$ cat src/rtl/mmio_timer.sv
// mmio_timer: memory-mapped down-counting timer with a 32-byte register window.
// Optional prescaler is built when MMIO_TIMER_PRESCALER_EN is defined.
module mmio_timer #(
  parameter logic [31:0] BASE_ADDR = 32'h1001_0100
) (
  input  logic        clk,
  input  logic        reset,
  input  logic        Mem_Write_i,
  input  logic        Mem_Read_i,
  input  logic [31:0] Address_i,
  input  logic [31:0] Write_Data_i,
  output logic [31:0] Read_Data_o,
  output logic        Hit_o,
  output logic        Irq_o
);

  typedef enum logic [1:0] {
    IDLE = 2'd0,
    RUN  = 2'd1,
    DONE = 2'd2
  } state_t;

  state_t      state_q, state_d;
  logic [2:0]  ctrl_q, ctrl_d;
  logic [31:0] load_q, load_d;
  logic [31:0] count_q, count_d;
  logic        exp_q, exp_d;
  logic        irq_q, irq_d;
`ifdef MMIO_TIMER_PRESCALER_EN
  logic [15:0] presc_q, presc_d;
  logic [15:0] psc_cnt_q, psc_cnt_d;
  logic        wr_presc;
`endif

  logic        hit;
  logic [2:0]  idx;
  logic        wr_en;
  logic        wr_ctrl, wr_load, wr_stat;
  logic        tick, expire;
  logic [31:0] reg_rdata;
  logic        unused_addr_lsb;

  assign hit             = (Address_i[31:5] == BASE_ADDR[31:5]);
  assign idx             = Address_i[4:2];
  assign unused_addr_lsb = ^Address_i[1:0];
  assign wr_en           = hit & Mem_Write_i;
  assign wr_ctrl         = wr_en & (idx == 3'd0);
  assign wr_load         = wr_en & (idx == 3'd1);
  assign wr_stat         = wr_en & (idx == 3'd3);
`ifdef MMIO_TIMER_PRESCALER_EN
  assign wr_presc        = wr_en & (idx == 3'd4);
`endif

  assign Hit_o = hit;
  assign Irq_o = irq_q;

  always_comb begin
    reg_rdata = '0;
    case (idx)
      3'd0: reg_rdata[2:0] = ctrl_q;
      3'd1: reg_rdata      = load_q;
      3'd2: reg_rdata      = count_q;
      3'd3: reg_rdata[0]   = exp_q;
`ifdef MMIO_TIMER_PRESCALER_EN
      3'd4: reg_rdata[15:0] = presc_q;
`endif
      default: reg_rdata = '0;
    endcase
    Read_Data_o = (hit && Mem_Read_i) ? reg_rdata : '0;
  end

  // Counting runs first; a CTRL write then overrides state/COUNT, and expiry
  // is applied to EXP last so it beats a same-cycle W1C.
  always_comb begin
    state_d = state_q;
    ctrl_d  = ctrl_q;
    load_d  = load_q;
    count_d = count_q;
    exp_d   = exp_q;
    tick    = 1'b0;
    expire  = 1'b0;
`ifdef MMIO_TIMER_PRESCALER_EN
    presc_d   = presc_q;
    psc_cnt_d = psc_cnt_q;
    if (wr_presc) presc_d = Write_Data_i[15:0];
`endif
    if (wr_load) load_d = Write_Data_i;
    if (wr_ctrl) ctrl_d = Write_Data_i[2:0];

    case (state_q)
      RUN: begin
`ifdef MMIO_TIMER_PRESCALER_EN
        tick      = (psc_cnt_q >= presc_q);
        psc_cnt_d = tick ? '0 : psc_cnt_q + 16'd1;
`else
        tick      = 1'b1;
`endif
        if (tick) begin
          if (count_q != '0) begin
            count_d = count_q - 32'd1;
          end else begin
            expire = 1'b1;
            if (ctrl_q[1]) begin
              count_d = load_q;
            end else begin
              ctrl_d[0] = 1'b0;
              state_d   = DONE;
            end
          end
        end
      end
      default: ;
    endcase

    if (wr_ctrl) begin
      if (!Write_Data_i[0]) begin
        state_d = IDLE;
        count_d = count_q;
      end else if (state_q != RUN) begin
        state_d = RUN;
        count_d = load_q;
`ifdef MMIO_TIMER_PRESCALER_EN
        psc_cnt_d = '0;
`endif
      end
    end

    if (wr_stat && Write_Data_i[0]) exp_d = 1'b0;
    if (expire) exp_d = 1'b1;

    irq_d = exp_d & ctrl_d[2];
  end

  always_ff @(posedge clk) begin
    if (reset) begin
      state_q   <= IDLE;
      ctrl_q    <= '0;
      load_q    <= '0;
      count_q   <= '0;
      exp_q     <= 1'b0;
      irq_q     <= 1'b0;
`ifdef MMIO_TIMER_PRESCALER_EN
      presc_q   <= '0;
      psc_cnt_q <= '0;
`endif
    end else begin
      state_q   <= state_d;
      ctrl_q    <= ctrl_d;
      load_q    <= load_d;
      count_q   <= count_d;
      exp_q     <= exp_d;
      irq_q     <= irq_d;
`ifdef MMIO_TIMER_PRESCALER_EN
      presc_q   <= presc_d;
      psc_cnt_q <= psc_cnt_d;
`endif
    end
  end

endmodule

$ cat config.mk
export PLATFORM = sky130hd
export DESIGN_NAME = mmio_timer
export DESIGN_NICKNAME = d
export VERILOG_FILES = /design/src/rtl/mmio_timer.sv
export SDC_FILE = /design/constraint.sdc
export NUM_CORES = 1
export LEC_CHECK = 0
export CORE_MARGIN = 2
export CORE_UTILIZATION = 50
export CTS_BUF_LIST = sky130_fd_sc_hd__clkbuf_2 sky130_fd_sc_hd__clkbuf_4 sky130_fd_sc_hd__clkbuf_8
export DETAILED_ROUTE_END_ITERATION = 10
export PLACE_DENSITY_LB_ADDON = 0.12
export SETUP_SLACK_MARGIN = 0.05
export SYNTH_ARGS = -nofsm -noshare
export SYNTH_HDL_FRONTEND = slang
export SYNTH_SLANG_ARGS = --single-unit
$ cat constraint.sdc
create_clock -name clk -period 2.54 [get_ports clk]
set_input_delay 0.381 -clock clk [delete_from_list [all_inputs] [get_ports clk]]
set_output_delay 0.381 -clock clk [all_outputs]
set_load 0.01 [all_outputs]
# == Word-level counts from Yosys, hierarchy flattened ==
# Index checks and enable logic that the tools add are counted.
# word_totals
inputBits,68
word_cells,48
register_bits,71
out_inout_bits,34
# op_classes
n_mux,24
n_addsub,1
eq_ne,7
n_bitwise,5
n_reduce_logical,4
# op_table
cell,count
$mux 32,7
$pmux 29 s2,1
$reduce_bool 32->1,1
$sub 32x1->32 const B,1
$eq 27x24->1 const B,1
$mux 2,6
$mux 1,7
$eq 3x2->1 const B,2
$pmux 2 s3,1
$and 1x1->1,5
$pmux 1 s4,1
$eq 3x1->1 const B,1
$logic_not 3->1,1
$mux 3,1
$eq 2x1->1 const B,1
$logic_and 1x1->1,2
$ne 2x1->1 const B,1
$ne 2x2->1 const B,1

# == Logic depth before layout (Yosys ltp) ==
# depth
word_depth,7
depth_mapped,9
ltp_nobuf,8

# == Worst setup path before layout ==
# Ideal clock, no wire load.
# synth_path
path_type,in2out
from,input Address_i[6]
to,output Read_Data_o[2]
required_ns,2.159
arrival_ns,2.094
stages,6
path_slack_ns,0.065
path_buffers,1
cell_sequence,nor4b_1 nand4_1 nor2_2 nand2_1 clkbuf_1 nor3_1
# synth_via
elab_chain_len,3
# synth_lines
item,line_no,text
from (decl),10,"input logic [31:0] Address_i,"
$eq 27x24->1,43,assign hit = (Address_i[31:5] == BASE_ADDR[31:5]);
net Hit_o,13,"output logic Hit_o,"
$logic_and 1x1->1,69,Read_Data_o = (hit && Mem_Read_i) ? reg_rdata : '0;
$mux 32,69,
to (decl),12,"output logic [31:0] Read_Data_o,"
# The timed path passes the listed nets, and every way through them passes these cells.

# == Worst setup path after layout ==
# layout_path
from,input Address_i[14]
to,output Read_Data_o[31]
# layout_via
elab_chain_len,3
# layout_lines
item,line_no
$eq 27x24->1,43
$logic_and 1x1->1,69
$mux 32,69
# No other way between the ends.

==> results.toml <==
[global_routing]
grt_max_degree = 31
grt_pass1_wl_um = 27900
track_usage_pct = 35.5
grt_pass1_vias = 5375
overflow = 0
antenna_found_initial = 0

[clock_tree]
cts_buffers = 9
clock-root-buffer = "clkbuf_8"
clkTransAtPathRegs_ns = 0.08
cts_htree_levels = 3
clockBufferDepth = 2
clock-sinks = 71
tritoncts = "yes"
hold_buffers = 0
insertion_delay_ns = 0.36

[critical_path]
cp-start-kind = "input port"
required_ns = 2.16
r2r_setup_slack_ns = 0.11
crit_type = "input port to output port"
cp-end-kind = "output port"
critPathMaxFanout = 8
arrival_ns = 2.15

[final_layout]
syn2layout_area_growth_pct = 48.1
diodes = 0
fin_util_pct = 77.0
fin_nets = 825
design_area_um2 = 6780
drive_above_1_share_pct = 28.6

[sta]
tightestPinTransition_ns = 0.612
max_freq_ghz = 0.396
period_share_pct = 99.5
slew_headroom_pct = 59.2
setup_viol = 0
drv_slew = 0
layout_min_cycle_time_ns = 2.53
hold_viol_final = 0
rsz0062_at_grt = "true"
fin_setup_tns_ns = 0
setup_slack_ns = 0.0128
fin_skew_ns = 0.0141

[synthesis]
synth_flop_cell = "dfxtp_1"
ys_warn_count = 0
ys_seq_area_share_pct = 31.1
synth_cell_type_count = 78
async_flop_share_pct = 0
synth_cells = 591
synth_nets = 660
synth_area_per_cell_um2 = 7.74
synth_edf_count = 0
syn_area_um2 = 4580
ys_ff_latch = 71

[die]
io_pins = 102
dieArea_um2 = 9930
die_w_um = 99.7
floorplan.rows = 34
core-area_um2 = 8810
start_util_pct = 52.0
die-height_um = 99.7

[routing]
dr.pass1.iters = 8
postRouteAntennaNets = 0
drcViolationCount = 0
via_count = 5730
routed_wl_um = 18600
viasPerCell = 6.59
wl_per_cell_um = 21.4
drt-initial-drc-count = 544

[power_and_ir_drop]
p_per_area_nw_per_um2 = 349
power.leakage_nw = 2.63
ir_worst_vdd_mv = 0.343
power_mw = 2.37

[placement]
dpl.hpwl_um = 12500
gp_congestion = 0.955
place_area_um2 = 6180
place_ws_ns = -0.409
numPortBuffers = 99

[worst_hold_path]
hp-class = "register to register"

[flow_run]
cap_violations = 0

[outcome]
status = "complete, no violations"
==> per-layer routing <==
metal	GRT usage, %	vias up	part of all wire (%)	wire length (µm)
li1	-	2579	-	-
met1	47.4	2693	39	7190
met2	57.4	391	47	8790
met3	6.89	67	11	2030
met4	12.8	0	3.2	588
met5	0	-	0	0
==> where the power goes <==
| group | leakage [nW] | switching, mW | internal [mW] |
|---|---|---|---|
| Combinational | 1.95 | 0.0841 | 0.110 |
| Clock | 0.107 | 0.491 | 0.571 |
| Sequential | 0.571 | 0.00000000147 | 1.11 |
| Total | 2.63 | 0.575 | 1.79 |
==> synth_stat cells, types with 2 or more instances <==
| master | number | share of area [%] |
|---|---|---|
| a211oi_1 | 5 | 0.82 |
| a211o_1 | 4 | 0.77 |
| nor3b_1 | 3 | 0.49 |
| a221o_1 | 2 | 0.44 |
| a22oi_1 | 40 | 6.6 |
| o32ai_1 | 2 | 0.38 |
| o211ai_1 | 6 | 0.98 |
| nor4_4 | 3 | 1.4 |
| nor3_1 | 19 | 2.1 |
| o31a_1 | 2 | 0.38 |
| and3_1 | 4 | 0.55 |
| dfxtp_1 | 71 | 31 |
| o21ai_0 | 19 | 2.1 |
| nor4_1 | 19 | 2.6 |
| nor2_1 | 58 | 4.8 |
| o311ai_0 | 2 | 0.38 |
| o21a_1 | 5 | 0.82 |
| a21boi_0 | 3 | 0.49 |
| a31oi_1 | 4 | 0.55 |
| or2_2 | 3 | 0.41 |
| a21oi_1 | 61 | 6.7 |
| mux2i_1 | 12 | 2.6 |
| nand3_1 | 8 | 0.88 |
| and4_1 | 3 | 0.57 |
| or3_1 | 3 | 0.41 |
| buf_2 | 13 | 1.4 |
| o22ai_1 | 11 | 1.5 |
| a221oi_1 | 3 | 0.57 |
| nor2b_1 | 5 | 0.68 |
| nand4_1 | 7 | 0.96 |
| or4_1 | 4 | 0.66 |
| buf_6 | 5 | 1.2 |
| nand2_1 | 79 | 6.5 |
| clkbuf_1 | 25 | 2.1 |
| mux2_2 | 2 | 0.49 |
| or4_4 | 2 | 0.49 |
| nand2b_1 | 3 | 0.41 |
| o221ai_1 | 13 | 2.5 |
| nor4b_1 | 5 | 0.96 |
| o31ai_1 | 3 | 0.49 |
| buf_4 | 2 | 0.33 |
| inv_1 | 10 | 0.82 |
| a32oi_1 | 2 | 0.38 |
| nor3_2 | 2 | 0.44 |
==> worst max-delay path, stage by stage <==
cell	delay [ns]
clkdlybuf4s50_1	0.44
nor3_1	0.35
nand3_2	0.17
nor2_4	0.13
buf_6	0.12
nand2_8	0.09
clkbuf_16	0.21
nor2_2	0.09
buf_2	0.14
==> per-stage QoR <==
step | hold WS, ns | instances
finish | 0.492 | 869
global route | 0.518 | 869
CTS | 0.487 | 863
detailed placement | 0.459 | 844
global placement | 0.456 | 844
floorplan | 0.436 | 591
==> cells by family (layout without fill, tap and decap cells) <==
group                      count (synthesis)  in the layout  share of synthesized area [%]
muxes                                     15             15                           3.61
adders and majority gates                  1              1                          0.273
buffers and inverters                     56            226                           5.93
AOI/OAI and AO/OA                        203            203                           30.2
and+or+nand+nor                          244            244                           28.7
xor gates and xnor gates                   1              1                          0.191
DFF                                       71             71                           31.1
==> flip-flops by register name, indices dropped and copies added (netlist names) <==
name	count
state_q	2
ctrl_q	3
exp_q	1
Irq_o	1
count_q	32
load_q	32
==> cells in the final DEF, fill, tap and decap left out, drive strengths merged, types with 4 or more instances in the layout <==
master	n
nor4	23
o31ai	4
buf	129
a211oi	5
or4	6
nor2b	5
nand2	80
o221ai	13
nor2	60
mux2i	12
nand4	8
o211ai	7
o21a	5
o22ai	12
a211o	4
clkbuf	14
and3	4
nand3	8
clkdlybuf4s50	46
dlymetal6s2s	19
inv	12
o21ai	19
a21oi	62
a22oi	40
nor3	22
or2	4
a31oi	4
nor4b	7
dfxtp	71
==> worst paths after layout <==
check	startpoint	end	cells after the start
worst max-delay path	Address_i[14]	Read_Data_o[31]	9
worst min-delay path	load_q[10]	load_q[10]	2
worst max register to register	count_q[24]	count_q[5]	8
worst min register to register	load_q[10]	load_q[10]	2
==> area by class of cell <==
class | instances | area, µm²
clock inverters | 6 | 92.6
multi-input cells | 464 | 3180
clock buffers | 10 | 131
well taps | 108 | 135
inverters | 11 | 41.3
fillers | 643 | 2030
repair buffers | 199 | 1780
flip-flops and latches | 71 | 1420
==> timing repair <==
item / in CTS / in global routing
pin swaps: 5 / 25
endpoints found under the hold margin: 0 / 0
resized for setup: 136 / 94
endpoints found under the setup margin: 33 / 60
gates cloned: 0 / 2
buffers inserted: 3 / 4
No activity file was read; power rests on OpenSTA's default activity.
